===== src/rtl/dds_sweep_pkg.sv =====
// rtl/dds_sweep_pkg.sv - shared constants for the DDS frequency-sweep controller
package dds_sweep_pkg;

  localparam int TW_W_DEF    = 16;
  localparam int DWELL_W_DEF = 8;

  localparam logic [1:0] S_IDLE = 2'd0;
  localparam logic [1:0] S_UP   = 2'd1;
  localparam logic [1:0] S_DOWN = 2'd2;

  localparam logic [2:0] ADDR_START_LO = 3'd0;
  localparam logic [2:0] ADDR_START_HI = 3'd1;
  localparam logic [2:0] ADDR_STEP_LO  = 3'd2;
  localparam logic [2:0] ADDR_STEP_HI  = 3'd3;
  localparam logic [2:0] ADDR_END_LO   = 3'd4;
  localparam logic [2:0] ADDR_END_HI   = 3'd5;
  localparam logic [2:0] ADDR_DWELL    = 3'd6;
  localparam logic [2:0] ADDR_CTRL     = 3'd7;

  localparam int CTRL_LOOP = 0;
  localparam int CTRL_TRI  = 1;

endpackage


===== src/rtl/dds_sweep_if.sv =====
// rtl/dds_sweep_if.sv - config/control/output bundle between pin decode and sweep controller
interface dds_sweep_if #(
  parameter int TW_W = 16
) ();
  logic            cfg_we;
  logic [2:0]      cfg_addr;
  logic [7:0]      cfg_data;
  logic            start;
  logic            stop;
  logic [TW_W-1:0] tuning_word;
  logic            busy;
  logic            done;

  modport master (
    output cfg_we, cfg_addr, cfg_data, start, stop,
    input  tuning_word, busy, done
  );

  modport slave (
    input  cfg_we, cfg_addr, cfg_data, start, stop,
    output tuning_word, busy, done
  );
endinterface


===== src/rtl/dds_sweep_dwell_timer.sv =====
// rtl/dds_sweep_dwell_timer.sv - dwell down-counter issuing one update tick every reload+1 cycles
module dds_sweep_dwell_timer #(
  parameter int DWELL_W = 8
) (
  input  logic               clk,
  input  logic               rst_n,
  input  logic               i_clear,
  input  logic [DWELL_W-1:0] i_clear_val,
  input  logic [DWELL_W-1:0] i_reload_val,
  input  logic               i_en,
  output logic               o_tick
);
  logic [DWELL_W-1:0] r_cnt;

  assign o_tick = i_en & ~i_clear & (r_cnt == '0);

  // Count down while sweeping; restart from the freshly latched dwell on start/stop
  always_ff @(posedge clk or negedge rst_n) begin
    if (!rst_n) begin
      r_cnt <= '0;
    end else if (i_clear) begin
      r_cnt <= i_clear_val;
    end else if (i_en) begin
      if (r_cnt == '0) r_cnt <= i_reload_val;
      else             r_cnt <= r_cnt - 1'b1;
    end
  end
endmodule


===== src/rtl/dds_sweep_ctrl.sv =====
// rtl/dds_sweep_ctrl.sv - frequency-sweep tuning-word generator feeding the DDS phase accumulator
module dds_sweep_ctrl
  import dds_sweep_pkg::*;
#(
  parameter int TW_W    = TW_W_DEF,
  parameter int DWELL_W = DWELL_W_DEF
) (
  input  logic       clk,
  input  logic       rst_n,
  dds_sweep_if.slave bus
);
  logic [15:0]        r_sh_start, r_sh_step, r_sh_end;
  logic [7:0]         r_sh_dwell;
  logic [1:0]         r_sh_ctrl;

  logic [TW_W-1:0]    r_start, r_step, r_end;
  logic [DWELL_W-1:0] r_dwell;
  logic [1:0]         r_ctrl;

  logic [1:0]         r_state;
  logic [TW_W-1:0]    r_tw;
  logic               r_done, r_busy, r_wrap;

  logic [1:0]         w_state_nxt;
  logic [TW_W-1:0]    w_tw_nxt;
  logic               w_done_nxt, w_wrap_nxt;
  logic               w_accept, w_tick;
  logic [TW_W:0]      w_up, w_dn;
  logic               w_up_end, w_dn_end;

  assign w_accept = bus.start & ~bus.stop;
  assign w_up     = {1'b0, r_tw} + {1'b0, r_step};
  assign w_dn     = {1'b0, r_tw} - {1'b0, r_step};
  assign w_up_end = w_up[TW_W] | (w_up[TW_W-1:0] >= r_end);
  assign w_dn_end = w_dn[TW_W] | (w_dn[TW_W-1:0] <= r_start);

  assign bus.tuning_word = r_tw;
  assign bus.busy        = r_busy;
  assign bus.done        = r_done;

  dds_sweep_dwell_timer #(.DWELL_W(DWELL_W)) u_timer (
    .clk          (clk),
    .rst_n        (rst_n),
    .i_clear      (bus.start | bus.stop),
    .i_clear_val  (DWELL_W'(r_sh_dwell)),
    .i_reload_val (r_dwell),
    .i_en         (r_busy),
    .o_tick       (w_tick)
  );

  // Byte-wide writes into the shadow register file
  always_ff @(posedge clk or negedge rst_n) begin
    if (!rst_n) begin
      r_sh_start <= '0;
      r_sh_step  <= '0;
      r_sh_end   <= '0;
      r_sh_dwell <= '0;
      r_sh_ctrl  <= '0;
    end else if (bus.cfg_we) begin
      case (bus.cfg_addr)
        ADDR_START_LO: r_sh_start[7:0]  <= bus.cfg_data;
        ADDR_START_HI: r_sh_start[15:8] <= bus.cfg_data;
        ADDR_STEP_LO:  r_sh_step[7:0]   <= bus.cfg_data;
        ADDR_STEP_HI:  r_sh_step[15:8]  <= bus.cfg_data;
        ADDR_END_LO:   r_sh_end[7:0]    <= bus.cfg_data;
        ADDR_END_HI:   r_sh_end[15:8]   <= bus.cfg_data;
        ADDR_DWELL:    r_sh_dwell       <= bus.cfg_data;
        default:       r_sh_ctrl        <= bus.cfg_data[1:0];
      endcase
    end
  end

  // Snapshot the shadow config into the active set when a sweep is accepted
  always_ff @(posedge clk or negedge rst_n) begin
    if (!rst_n) begin
      r_start <= '0;
      r_step  <= '0;
      r_end   <= '0;
      r_dwell <= '0;
      r_ctrl  <= '0;
    end else if (w_accept) begin
      r_start <= TW_W'(r_sh_start);
      r_step  <= TW_W'(r_sh_step);
      r_end   <= TW_W'(r_sh_end);
      r_dwell <= DWELL_W'(r_sh_dwell);
      r_ctrl  <= r_sh_ctrl;
    end
  end

  // Next-state, next-word and end-event decode; stop beats start, start beats a tick
  always_comb begin
    w_state_nxt = r_state;
    w_tw_nxt    = r_tw;
    w_done_nxt  = 1'b0;
    w_wrap_nxt  = r_wrap;
    if (bus.stop) begin
      w_state_nxt = S_IDLE;
      w_wrap_nxt  = 1'b0;
    end else if (bus.start) begin
      w_state_nxt = S_UP;
      w_tw_nxt    = TW_W'(r_sh_start);
      w_wrap_nxt  = 1'b0;
    end else if (w_tick) begin
      case (r_state)
        S_UP: begin
          if (r_wrap) begin
            w_tw_nxt   = r_start;
            w_wrap_nxt = 1'b0;
          end else if (w_up_end) begin
            w_tw_nxt = r_end;
            if (r_ctrl[CTRL_TRI]) begin
              w_state_nxt = S_DOWN;
            end else begin
              w_done_nxt = 1'b1;
              if (r_ctrl[CTRL_LOOP]) w_wrap_nxt  = 1'b1;
              else                   w_state_nxt = S_IDLE;
            end
          end else begin
            w_tw_nxt = w_up[TW_W-1:0];
          end
        end
        S_DOWN: begin
          if (w_dn_end) begin
            w_tw_nxt    = r_start;
            w_done_nxt  = 1'b1;
            w_state_nxt = r_ctrl[CTRL_LOOP] ? S_UP : S_IDLE;
          end else begin
            w_tw_nxt = w_dn[TW_W-1:0];
          end
        end
        default: ;
      endcase
    end
  end

  // FSM and output registers
  always_ff @(posedge clk or negedge rst_n) begin
    if (!rst_n) begin
      r_state <= S_IDLE;
      r_tw    <= '0;
      r_done  <= 1'b0;
      r_busy  <= 1'b0;
      r_wrap  <= 1'b0;
    end else begin
      r_state <= w_state_nxt;
      r_tw    <= w_tw_nxt;
      r_done  <= w_done_nxt;
      r_busy  <= (w_state_nxt != S_IDLE);
      r_wrap  <= w_wrap_nxt;
    end
  end
endmodule


===== src/flat_wrapper.sv =====
// flat-port wrapper written by rule: the top's interface ports become plain ports
module dds_sweep_ctrl_flat import dds_sweep_pkg::*;
#(
  parameter int TW_W    = TW_W_DEF,
  parameter int DWELL_W = DWELL_W_DEF
)
  (clk, rst_n, bus_cfg_we, bus_cfg_addr, bus_cfg_data, bus_start, bus_stop, bus_tuning_word, bus_busy, bus_done);
  dds_sweep_if #(.TW_W(TW_W)) bus_i ();
  input  logic clk;
  input  logic rst_n;
  input wire logic [$bits(bus_i.cfg_we)-1:0] bus_cfg_we;
  input wire logic [$bits(bus_i.cfg_addr)-1:0] bus_cfg_addr;
  input wire logic [$bits(bus_i.cfg_data)-1:0] bus_cfg_data;
  input wire logic [$bits(bus_i.start)-1:0] bus_start;
  input wire logic [$bits(bus_i.stop)-1:0] bus_stop;
  output wire logic [$bits(bus_i.tuning_word)-1:0] bus_tuning_word;
  output wire logic [$bits(bus_i.busy)-1:0] bus_busy;
  output wire logic [$bits(bus_i.done)-1:0] bus_done;
  assign bus_i.cfg_we = bus_cfg_we;
  assign bus_i.cfg_addr = bus_cfg_addr;
  assign bus_i.cfg_data = bus_cfg_data;
  assign bus_i.start = bus_start;
  assign bus_i.stop = bus_stop;
  assign bus_tuning_word = bus_i.tuning_word;
  assign bus_busy = bus_i.busy;
  assign bus_done = bus_i.done;
  dds_sweep_ctrl #(.TW_W(TW_W), .DWELL_W(DWELL_W)) u_core (.clk(clk), .rst_n(rst_n), .bus(bus_i));
endmodule

===== config.mk =====
export PLATFORM = sky130hd
export DESIGN_NAME = dds_sweep_ctrl_flat
export DESIGN_NICKNAME = d
export VERILOG_FILES = /design/src/rtl/dds_sweep_pkg.sv /design/src/rtl/dds_sweep_if.sv /design/src/rtl/dds_sweep_dwell_timer.sv /design/src/rtl/dds_sweep_ctrl.sv /design/src/flat_wrapper.sv
export SDC_FILE = /design/constraint.sdc
export NUM_CORES = 1
export LEC_CHECK = 0
export CAP_MARGIN = 40
export CORE_MARGIN = 2
export CORE_UTILIZATION = 35
export CTS_CLUSTER_DIAMETER = 50
export CTS_CLUSTER_SIZE = 24
export DETAILED_ROUTE_END_ITERATION = 8
export PLACE_DENSITY = 0.51
export SYNTH_ARGS = -nofsm -noshare
export SYNTH_HDL_FRONTEND = slang
export SYNTH_SLANG_ARGS = --single-unit

===== constraint.sdc =====
create_clock -name clk -period 6.5 [get_ports clk]
set_input_delay 0.975 -clock clk [delete_from_list [all_inputs] [get_ports clk]]
set_output_delay 0.975 -clock clk [all_outputs]
set_load 0.1 [all_outputs]

Yosys cells after proc, flatten, opt, wreduce, memory -nomap -nowiden
Cells that the tools add are included.
{"block": "totals", "register_bits": 145, "in_bits": 16, "out_inout_bits": 18, "wordCells": 95}
{"block": "classes", "n_addsub": 3, "order_cmp": 2, "eq_ne": 8, "n_mux": 35, "n_bitwise": 9, "n_reduce_logical": 19}
{"operator": "$mux W16", "count": 5}
{"operator": "$pmux W16 S2", "count": 1}
{"operator": "$mux W8", "count": 3}
{"operator": "$reduce_and A2 Y1", "count": 9}
{"operator": "$add A16 B16 Y17", "count": 1}
{"operator": "$sub A16 B16 Y17", "count": 1}
{"operator": "$ge A16 B16 Y1", "count": 1}
{"operator": "$le A16 B16 Y1", "count": 1}
{"operator": "$mux W1", "count": 16}
{"operator": "$mux W2", "count": 8}
{"operator": "$eq A3 B3 Y1 const B", "count": 3}
{"operator": "$reduce_bool A3 Y1", "count": 3}
{"operator": "$logic_not A8 Y1", "count": 1}
{"operator": "$sub A8 B1 Y8 const B", "count": 1}
{"operator": "$reduce_or A7 Y1", "count": 1}
{"operator": "$eq A3 B2 Y1 const B", "count": 2}
{"operator": "$reduce_bool A2 Y1", "count": 3}
{"operator": "$pmux W2 S2", "count": 1}
{"operator": "$and A1 B1 Y1", "count": 3}
{"operator": "$eq A3 B1 Y1 const B", "count": 1}
{"operator": "$logic_not A3 Y1", "count": 1}
{"operator": "$not A1 Y1", "count": 3}
{"operator": "$or A1 B1 Y1", "count": 3}
{"operator": "$reduce_and A3 Y1", "count": 1}
{"operator": "3 further kinds", "count": 3}

Depth between registers and ports, before layout
Gate-level depths: netlist (run 1).
{"block": "depth", "word_depth": 10, "depth_mapped": 20, "mapped_depth_nobuf": 19}

By module
Synthesis (run 1) repeated with hierarchy kept, for this count alone.
{"block": "unflattened", "hier_cells": 901, "area_unflattened_um2": 8760.9}
{"mod": "dds_sweep_ctrl", "n_inst": 1, "cells_each": 829, "area_per_inst_um2": 8124.0, "seq_area_each_um2": 3428.3}
{"mod": "dds_sweep_dwell_timer", "n_inst": 1, "cells_each": 72, "area_per_inst_um2": 636.9, "seq_area_each_um2": 200.2}

Worst setup path after synthesis (run 1)
No wires, ideal clock.
{"block": "synth_path", "kind": "register to register", "start": "register u_core.r_tw[2] (netlist: u_core.bus.tuning_word[2])", "end": "register u_core.r_tw[3] (netlist: u_core.bus.tuning_word[3])", "setup_ns": 0.127, "arrival_time_ns": 4.816, "required_ns": 6.373, "setup_slack_ns": 1.557, "path_stages_with_launch": 19, "n_path_buf": 2, "period_less_slack_ns": 4.943, "path_cell_list": "dfrtp_1 ha_1 buf_6 nand2b_4 a2111oi_0 nor4b_1 o31ai_1 a21oi_1 o21bai_1 xnor2_1 ha_1 nor2b_1 o21ai_0 nand4b_1 a311oi_4 buf_4 mux2_2 a21oi_1 a21oi_1"}
{"block": "synth_between", "elab_chain_len": 8, "elab_cells_between_ends": 12, "cone_classes": "add/sub: 2; order compare: 2; mux: 6; bitwise: 2"}
{"element": "start, declared", "line": "dds_sweep_ctrl.sv:21", "source": "logic [TW_W-1:0] r_tw;"}
{"element": "start signal, assigned", "line": "dds_sweep_ctrl.sv:146", "source": "r_tw <= w_tw_nxt;"}
{"element": "$add A16 B16 Y17", "line": "dds_sweep_ctrl.sv:32", "source": "assign w_up = {1'b0, r_tw} + {1'b0, r_step};"}
{"element": "$ge A16 B16 Y1", "line": "dds_sweep_ctrl.sv:34", "source": "assign w_up_end = w_up[TW_W] | (w_up[TW_W-1:0] >= r_end);"}
{"element": "$or A1 B1 Y1", "line": "dds_sweep_ctrl.sv:34"}
{"element": "$mux W16", "line": "dds_sweep_ctrl.sv:109", "source": "end else if (w_up_end) begin"}
{"element": "$mux W16", "line": "dds_sweep_ctrl.sv:106", "source": "if (r_wrap) begin"}
{"element": "$pmux W16 S2 (*)", "line": "dds_sweep_ctrl.sv:104", "source": "case (r_state)"}
{"element": "$mux W16 (*)", "line": "dds_sweep_ctrl.sv:103", "source": "end else if (w_tick) begin"}
{"element": "$mux W16 (*)", "line": "dds_sweep_ctrl.sv:99", "source": "end else if (bus.start) begin"}
Every way passes the cells marked *; elsewhere a longest branch is shown, timed or not. The select of a mux whose other input is x is not followed.
A chain may end at the register's enable or synchronous reset.

Worst setup path in the final report (run 1)
{"block": "layout_path", "start": "register u_core.r_step[1]", "end": "register u_core.r_tw[11] (netlist: u_core.bus.tuning_word[11])"}
{"block": "layout_between", "elab_chain_len": 8, "elab_cells_between_ends": 12, "cone_classes": "add/sub: 2; order compare: 2; mux: 6; bitwise: 2"}
{"element": "start, declared", "line": "dds_sweep_ctrl.sv:16", "source": "logic [TW_W-1:0] r_start, r_step, r_end;"}
{"element": "start signal, assigned", "line": "dds_sweep_ctrl.sv:83", "source": "r_step <= TW_W'(r_sh_step);"}
{"element": "$add A16 B16 Y17", "line": "dds_sweep_ctrl.sv:32"}
{"element": "$ge A16 B16 Y1", "line": "dds_sweep_ctrl.sv:34"}
{"element": "$or A1 B1 Y1", "line": "dds_sweep_ctrl.sv:34"}
{"element": "$mux W16", "line": "dds_sweep_ctrl.sv:109"}
{"element": "$mux W16", "line": "dds_sweep_ctrl.sv:106"}
{"element": "$pmux W16 S2 (*)", "line": "dds_sweep_ctrl.sv:104"}
{"element": "$mux W16 (*)", "line": "dds_sweep_ctrl.sv:103"}
{"element": "$mux W16 (*)", "line": "dds_sweep_ctrl.sv:99"}
Marks and branches as above.

==> results of run 1 <==
==> cells in the final DEF, fill, tap and decap left out, types with 10 or more instances in the layout <==
master / n
dfrtp_1: 145
o21ai_0: 89
nand2_1: 88
mux2_2: 81
inv_1: 68
ha_1: 67
a21oi_1: 53
nor2_1: 38
clkdlybuf4s50_1: 32
nor3_1: 21
xnor2_1: 19
or3_1: 17
clkbuf_16: 17
buf_8: 12
nand3_1: 11
buf_4: 11
nor2b_1: 10
==> kinds of logic (layout without fill, tap and decap cells) <==
kind of cell / Yosys count / after routing / synth area share (%)
AOI/OAI and AO/OA: 236 / 236 / 17.28
and+or+nand+nor: 227 / 227 / 12.48
DFF: 145 / 145 / 41.38
buffers and inverters: 112 / 166 / 5.036
muxes: 89 / 89 / 11.31
adders and majority gates: 69 / 69 / 10.02
xor gates and xnor gates: 25 / 25 / 2.497
==> state kept, by name (all words and copies together), names as in the netlist <==
signal	cells
u_core.r_sh_dwell	8
u_core.bus.busy	1
u_core.r_ctrl	2
u_core.u_timer.r_cnt	8
u_core.r_end	16
u_core.r_start	16
u_core.bus.tuning_word	16
u_core.r_wrap	1
u_core.r_step	16
u_core.r_dwell	8
u_core.r_state	2
u_core.r_sh_step	16
u_core.r_sh_ctrl	2
u_core.r_sh_end	16
u_core.bus.done	1
u_core.r_sh_start	16
==> worst max-delay path: stages, from the launching register on <==
cell       delay (ns)
dfrtp_1          0.41
inv_1            0.14
ha_1             0.25
nor2b_1          0.15
o2111ai_1        0.18
nand3_1          0.19
o21ai_0          0.49
a21oi_1          0.18
o41ai_1          0.59
xnor2_1          0.14
ha_1             0.31
and4_1           0.27
nand3_1          0.16
a21o_1           0.19
nand4_1          0.10
nand3_1          0.35
nor2_1           0.67
buf_4            0.29
a32oi_1          0.11
a31oi_1          0.22
==> metrics by stage <==
stage / cells / power [uW] / setup slack, ns / util [%]
after floorplan: 903 / 3209 / 1.557 / -
after global placement: 1228 / 3897 / 1.300 / 38.51
after detailed placement: 1249 / 4056 / 1.144 / 40.15
after CTS: 1281 / 5120 / 1.128 / 42.67
after global routing: 1281 / 5489 / 0.7327 / 42.67
final: 1281 / 5119 / 1.034 / 42.67
==> power by group <==
part	leakage [uW]	internal (uW)	switching [uW]
Combinational	0.00238	1150	1650
Sequential	0.00178	1110	172
Clock	0.000301	587	452
Total	0.00446	2850	2270
==> layout make-up <==
cell class	instances	area, um^2
well taps	324	405.4
inverters	70	262.8
flip-flops and latches	145	3628
multi-input cells	646	4717
clock inverters	15	192.7
repair buffers	64	807.0
fillers	2403	14020
clock buffers	17	425.4
==> per-layer routing <==
layer | vias to the layer above | GRT usage [%]
met2 | 158 | 30.87
li1 | 3297 | -
met3 | 18 | 2.247
met5 | - | 0
met4 | 0 | 5.189
met1 | 3400 | 30.59
==> path summary, 6_finish.rpt <==
check | start | end | slack [ns] | depth (start not counted)
setup / recovery | u_core.r_step[1] | u_core.bus.tuning_word[11] | 1.03 | 19
min in group asynchronous | rst_n | u_core.r_dwell[5] | 0.57 | 1
max in group asynchronous | rst_n | u_core.r_step[5] | 4.73 | 3
hold / removal | u_core.r_sh_end[1] | u_core.r_end[1] | 0.48 | 2
hold reg to reg | u_core.r_sh_end[1] | u_core.r_end[1] | 0.48 | 2
setup reg to reg | u_core.r_step[1] | u_core.bus.tuning_word[11] | 1.03 | 19
==> impl_metrics.yaml, run 1 <==
outcome:
  status: "finished, final reports clean"
yosys:
  yosysWarnings: 0
  synth.distinct_cells: 67
  ys.flop_type: "dfrtp_1"
  synthesis.nets: 988
  synth_edf_count: 0
  syn-instance-count: 903
  synth_top_cells_by_count: "dfrtp_1, o21ai_0, nand2_1"
  ys_seq_elements: 145
  synth.area.top_cells: "dfrtp_1, mux2_2, ha_1, o21ai_0, nand2_1"
  syn_area_um2: 8770
  seq_area_frac_synth_pct: 41.38
  async_reset_ff_share_pct: 100.0
  avgSynthCellArea_um2: 9.712
  synth_top_area_share_pct: 41.38
  yosysTopAreaCell: "dfrtp_1"
  yosys.cell_count.top_type: "dfrtp_1"
clocking:
  clk_path_buf_depth: 2
  cts_resized: 0
  clock_sinks: 145
  postCtsHoldBufs: 0
  htreeDepth: 4
  cts_tree: "built"
  post-cts-setup-buffers: 0
  root_buffer: "clkbuf_16"
  cts_buffers: 17
  path_clk_slew_ns: 0.07
  clk-insertion-delay-late_ns: 0.43
worst_setup_path:
  crit_type: "flip-flop to flip-flop"
  crit_path_max_fanout: 8
  critPathLaunchType: "flip-flop"
  end_kind: "flip-flop"
  cp.required_ns: 6.85
  arrival_ns: 5.81
place:
  placed_cell_area_um2: 9821
  gp_congestion: 0.8685
  io_buffers: 33
  hpwl_um: 18360
finish:
  drive_gt1_share_pct: 16.61
  syn_to_final_growth_pct: 19.03
  fin_nets: 1029
  n_antenna_cell: 0
  stdcell_area_um2: 10440
sta:
  hold_slack_ns: 0.4801
  rsz0062_at_grt: "false"
  fin_skew_ns: 0.01304
  fin_crit_sh_pct: 84.09
  max_slew.worst_pin.slew_ns: 0.8344
  period_needed_ns: 5.466
  max_freq_ghz: 0.1830
  finalHoldViolations: 0
  final_max_slew_viol_count: 0
  max_slew_margin_pct: 44.07
  setup_violations: 0
  setup_tns_ns: 0
drt:
  drcViolationCount: 0
  wl_met2_um: 11330
  drt_iter0_markers: 565
  wire_per_inst_um: 19.78
  wirelength_um: 25340
  dr.pass1.iters: 5
  vias_per_cell: 5.365
  wl_met3_um: 811
  wl_met1_um: 12900
  drtAntennaViolNets: 0
  vias: 6873
  top_layer: "met4"
floorplanning:
  chipHeight_um: 162.3
  dieArea_um2: 26340
  io_pins: 34
  core_area_um2: 24460
  num_rows: 57
  die_w_um: 162.3
  initial_core_util_pct: 35.85
worst_hold_path:
  hold_path.class: "flip-flop to flip-flop"
power:
  worst_ir_drop_vdd_uv: 203.3
  leakage_uw: 0.004456
  powerDensity_nw_per_um2: 490.4
flow_run:
  maxCapViolations: 0
global_route:
  grt_usage_pct: 20.25
  antenna_found_initial: 0
  overflow: 0
  grt_pass1_wl_um: 40740
  grt_pass1_vias: 6864
  grt_max_degree: 80
(Power assumes the default switching activity.)
==> inputs of run 2 (changes only) <==
PLACE_DENSITY = 0.53   (was 0.51)
clock period = 4.5 ns   (was 6.5 ns; I/O delays follow)
==> run 2 against run 1 <==
Clock skew fell by 0.0016 ns. Flip-flop and latch count did not move. Design area rose by 10%. Sequential power rose by 48%. Via count rose by 6.5%. Setup slack got worse by 0.93 ns. Critical endpoint is now u_core.bus.busy. Final cell count rose by 7.1%. Combinational power rose by 85%.
==> impl_metrics.yaml, run 2 (synthesized netlist as in run 1, its figures left out) <==
sta:
  max_slew.worst_pin.slew_ns: 0.8196
  final_max_slew_viol_count: 0
  max_slew_margin_pct: 45.36
  setup_violations: 0
  setup_tns_ns: 0
  period_needed_ns: 4.398
  worst_slack_ns: 0.1025
  max_freq_ghz: 0.2274
  fin_skew_ns: 0.01146
  fin_crit_sh_pct: 97.72
  finalHoldViolations: 0
global_route:
  grt_pass1_wl_um: 40880
  grt_max_degree: 83
  grt_usage_pct: 20.34
  grt_pass1_vias: 7058
  antenna_found_initial: 0
  overflow: 0
worst_setup_path:
  path_cells: "inv_4, ha_4, inv_2, fa_2, a211oi_4, o21ai_2, a21boi_2, o31ai_4, a31oi_2, xnor2_1, ha_1, buf_4, nand3_1, nand2_1, a21oi_2, nand4_1, nand4_1, buf_4, nand2_2, buf_6, a21o_1, a221o_1"
  crit_family: "compound AO/OA/AOI/OAI gates"
  crit_buf_inv: 5
  crit_path_max_fanout: 3
  end_kind: "flip-flop"
  arrival_ns: 4.71
  slowest_delay_ns: 0.51
  slowest_stage: "dfrtp_4"
  crit_type: "flip-flop to flip-flop"
  cp.required_ns: 4.81
  critPathLaunchType: "flip-flop"
finish:
  final_cell_mix: "dfrtp_1, buf_4, nand2_1"
  fillers: 2298
  drive_gt1_share_pct: 30.82
  fin_nets: 1120
  n_antenna_cell: 0
  layout_commonest_cell: "dfrtp_1"
  stdcell_area_um2: 11510
  syn_to_final_growth_pct: 31.20
  final_core_util_pct: 47.04
place:
  hpwl_um: 19070
  io_buffers: 33
  gp_congestion: 0.8797
  preCtsSetupSlack_ns: -0.1557
  placed_cell_area_um2: 10300
power:
  worst_ir_drop_vdd_uv: 326.6
  leakage_uw: 0.004945
  total_power_uw: 8574
  clock_power_share_pct: 17.7
  pwr-share-comb_pct: 60.3
  intPower_uw: 4931
  power.switching_uw: 3643
  swShare_pct: 42.49
  seqPwrFrac_pct: 22.0
  powerDensity_nw_per_um2: 745.2
floorplanning:
  initial_core_util_pct: 35.85
  chipHeight_um: 162.3
  dieArea_um2: 26340
  core_area_um2: 24460
  die_w_um: 162.3
  io_pins: 34
  num_rows: 57
drt:
  vias_per_cell: 5.334
  drcViolationCount: 0
  dr.pass1.iters: 5
  drt_iter0_markers: 577
  drtAntennaViolNets: 0
  wire_per_inst_um: 19.31
  wirelength_um: 26490
  vias: 7318
flow_run:
  maxCapViolations: 0
clocking:
  cts_buffers: 17
  clock_sinks: 145
  root_buffer: "clkbuf_16"
  clk_path_buf_depth: 2
  path_clk_slew_ns: 0.07
  htreeDepth: 4
  clk-insertion-delay-late_ns: 0.43
  cts_tree: "built"
worst_hold_path:
  hold_path.class: "input port to async pin"
outcome:
  status: "finished, final reports clean"
-- run 2: cell count changes in the layout (fill, tap and decap cells not counted), sizes merged --
cell,delta
buf,+91
bufinv,+1
inv,-1
-- run 2: power groups by stage --
stage          Sequential [uW]  Clock (uW)  Combinational [uW]
3_3_place_gp              1880           0                4300
4_1_cts                   1860        1540                4620
3_5_place_dp              1880           0                4480
2_1_floorplan             2180           0                2470
5_1_grt                   1930        1590                5590
6_report                  1890        1510                5170
-- run 2: repair_timing --
action,4_1_cts,5_1_grt
cloned,0,1
hold endpoints to repair,0,0
pin swaps,7,39
endpoints found under the setup margin,17,20
hold buffers,0,0
gates resized for setup,18,77
buffers inserted,3,15
-- run 2: cell type report --
cell class                 count  area (um^2)  area share, %
timing repair buffer         155         1434          12.46
clock inverter                15        196.4          1.707
multi-input combinational    646         5130          44.58
inverter                      70        265.3          2.305
clock buffer                  17        425.4          3.697
tap                          324        405.4          3.523
sequential                   145         3650          31.72
-- run 2: worst paths after layout --
| path | startpoint | end | slack (ns) | cells past startpoint |
|---|---|---|---|---|
| worst max-delay path | u_core.bus.tuning_word[0] | u_core.bus.busy | 0.10 | 22 |
| max in group asynchronous | rst_n | u_core.bus.tuning_word[10] | 3.37 | 2 |
| min in group clk | u_core.r_sh_end[11] | u_core.r_end[11] | 0.48 | 2 |
| worst min-delay path | rst_n | u_core.r_dwell[7] | 0.29 | 1 |
| worst max register to register | u_core.bus.tuning_word[0] | u_core.bus.busy | 0.10 | 22 |
| worst min register to register | u_core.r_sh_end[11] | u_core.r_end[11] | 0.48 | 2 |
-- run 2: through the flow --
step / hold slack, ns / instances
after CTS: 0.3386 / 1357
after global placement: 0.4585 / 1302
final: 0.2855 / 1372
after floorplan: 0.3794 / 903
after detailed placement: 0.4631 / 1322
after global routing: 0.3434 / 1372
-- run 2: metal layers --
metal	routed length [um]	GRT usage [%]	part of all wire (%)
met4	415	4.867	1.6
met2	11890	30.93	45
met1	12830	30.27	48
met3	1350	3.243	5.1
met5	0	0	0
==> inputs of run 3 (changes only) <==
CAP_MARGIN = 10   (was 40)
SKIP_CTS_REPAIR_TIMING = 1   (was not set)
clock period = 3.6 ns   (was 4.5 ns; I/O delays follow)
==> run 3 against run 2 <==
Flip-flop and latch count stayed put. The flow now finishes with violations (negative setup slack). Hold slack got worse by 0.18 ns. Sequential share of layout area fell by 0.61 points. Clock-buffer cell count grew 2. Highest routed layer unchanged. Critical path type unchanged. Final cell count increased by 3.6%.
==> impl_metrics.yaml, run 3 (synthesized netlist as in run 1, its figures left out) <==
clocking:
  clk_path_buf_depth: 2
  path_clk_slew_ns: 0.08
  htreeDepth: 4
  clock_sinks: 145
  clk-insertion-delay-late_ns: 0.44
  root_buffer: "clkbuf_16"
  cts_tree: "built"
  cts_buffers: 17
drt:
  wire_per_inst_um: 19.20
  drt_iter0_markers: 439
  vias: 7482
  drtAntennaViolNets: 0
  drcViolationCount: 0
  dr.pass1.iters: 5
  wirelength_um: 27300
  vias_per_cell: 5.262
place:
  hpwl_um: 19470
  placed_cell_area_um2: 10760
  gp_congestion: 0.8789
  io_buffers: 33
  preCtsSetupSlack_ns: -1.184
worst_setup_path:
  end_kind: "flip-flop"
  slowest_stage: "dfrtp_4"
  crit_path_max_fanout: 5
  r2r_slack_ns: -0.80
  rr_worst_depth: 22
  r2r_end: "u_core.bus.tuning_word[11]"
  cp.depth: 22
  critPathLaunchType: "flip-flop"
  cp.required_ns: 3.90
  crit_buf_inv: 5
  crit_type: "flip-flop to flip-flop"
  r2r_start: "u_core.bus.tuning_word[0]"
  crit_family: "compound AO/OA/AOI/OAI gates"
  path_cells: "buf_6, inv_4, ha_4, inv_2, fa_2, a211oi_2, buf_4, o21ai_4, a21boi_4, o31ai_4, a31oi_1, xnor2_1, ha_1, and4_4, nand3_4, a21o_1, nand4_1, nand4_1, o21a_4, buf_6, a32oi_1, a31oi_1"
  arrival_ns: 4.70
  slowest_delay_ns: 0.48
finish:
  layout_commonest_cell: "buf_4"
  n_antenna_cell: 0
  stdcell_area_um2: 11790
  syn_to_final_growth_pct: 34.40
  fin_nets: 1170
  drive_gt1_share_pct: 33.79
  final_cell_mix: "buf_4, dfrtp_1, nand2_1"
sta:
  worst_slack_ns: -0.7965
  finalHoldViolations: 0
  fin_skew_ns: 0.02668
  final_max_slew_viol_count: 0
  max_freq_ghz: 0.2275
  max_slew.worst_pin.slew_ns: 1.011
  period_needed_ns: 4.397
  fin_crit_sh_pct: 122.1
  rsz0062_at_grt: "true"
  hold_slack_ns: 0.1077
  max_slew_margin_pct: 32.39
  setup_tns_ns: -14.52
  setup_violations: 21
floorplanning:
  die_w_um: 162.3
  chipHeight_um: 162.3
  initial_core_util_pct: 35.85
  core_area_um2: 24460
  dieArea_um2: 26340
  num_rows: 57
  io_pins: 34
outcome:
  failed_checks: "negative setup slack"
  status: "finished, violations left"
worst_hold_path:
  hold_path.class: "input port to async pin"
global_route:
  antenna_found_initial: 0
  grt_usage_pct: 21.14
  grt_max_degree: 63
  grt_pass1_wl_um: 42520
  grt_pass1_vias: 7318
  overflow: 0
flow_run:
  maxCapViolations: 0
power:
  worst_ir_drop_vdd_uv: 387.5
  powerDensity_nw_per_um2: 953.6
  total_power_uw: 11240
  leakage_uw: 0.005176
[run 3: worst max path at each step]
stage / startpoint / endpoint
after CTS: u_core.bus.tuning_word[0] / u_core.bus.tuning_word[5]
after global routing: u_core.bus.tuning_word[0] / u_core.bus.tuning_word[11]
after global placement: u_core.bus.tuning_word[0] / u_core.bus.tuning_word[5]
final: u_core.bus.tuning_word[0] / u_core.bus.tuning_word[11]
after floorplan: u_core.bus.tuning_word[5] / u_core.bus.tuning_word[3]
after detailed placement: u_core.bus.tuning_word[0] / u_core.bus.tuning_word[5]
[run 3: area by class of cell]
cell class / count / area, um^2
fillers: 2280 / 12680
clock buffers: 19 / 442.9
multi-input cells: 646 / 5137
inverters: 70 / 265.3
well taps: 324 / 405.4
clock inverters: 13 / 147.6
repair buffers: 205 / 1720
flip-flops and latches: 145 / 3667
[run 3: stage by stage]
stage | util [%] | std cells
2_1_floorplan | - | 903
3_3_place_gp | 43.99 | 1376
3_5_place_dp | 43.99 | 1376
4_1_cts | 46.40 | 1408
5_1_grt | 48.18 | 1422
6_report | 48.18 | 1422
[run 3: metal layers]
layer | GRT usage [%] | part of all wire (%) | up-vias
met5 | 0 | 0 | -
met4 | 4.867 | 1.4 | 0
met3 | 2.988 | 3.2 | 25
met2 | 33.40 | 46 | 144
met1 | 30.76 | 50 | 3726
li1 | - | - | 3587
[run 3: power by group]
part / leakage, uW / internal, uW / total (uW) / switching (uW)
sequential: 0.00176 / 2040 / 2330 / 296
clock: 0.000290 / 1050 / 1830 / 777
combinational: 0.00313 / 3440 / 7080 / 3640
total: 0.00518 / 6530 / 11200 / 4710
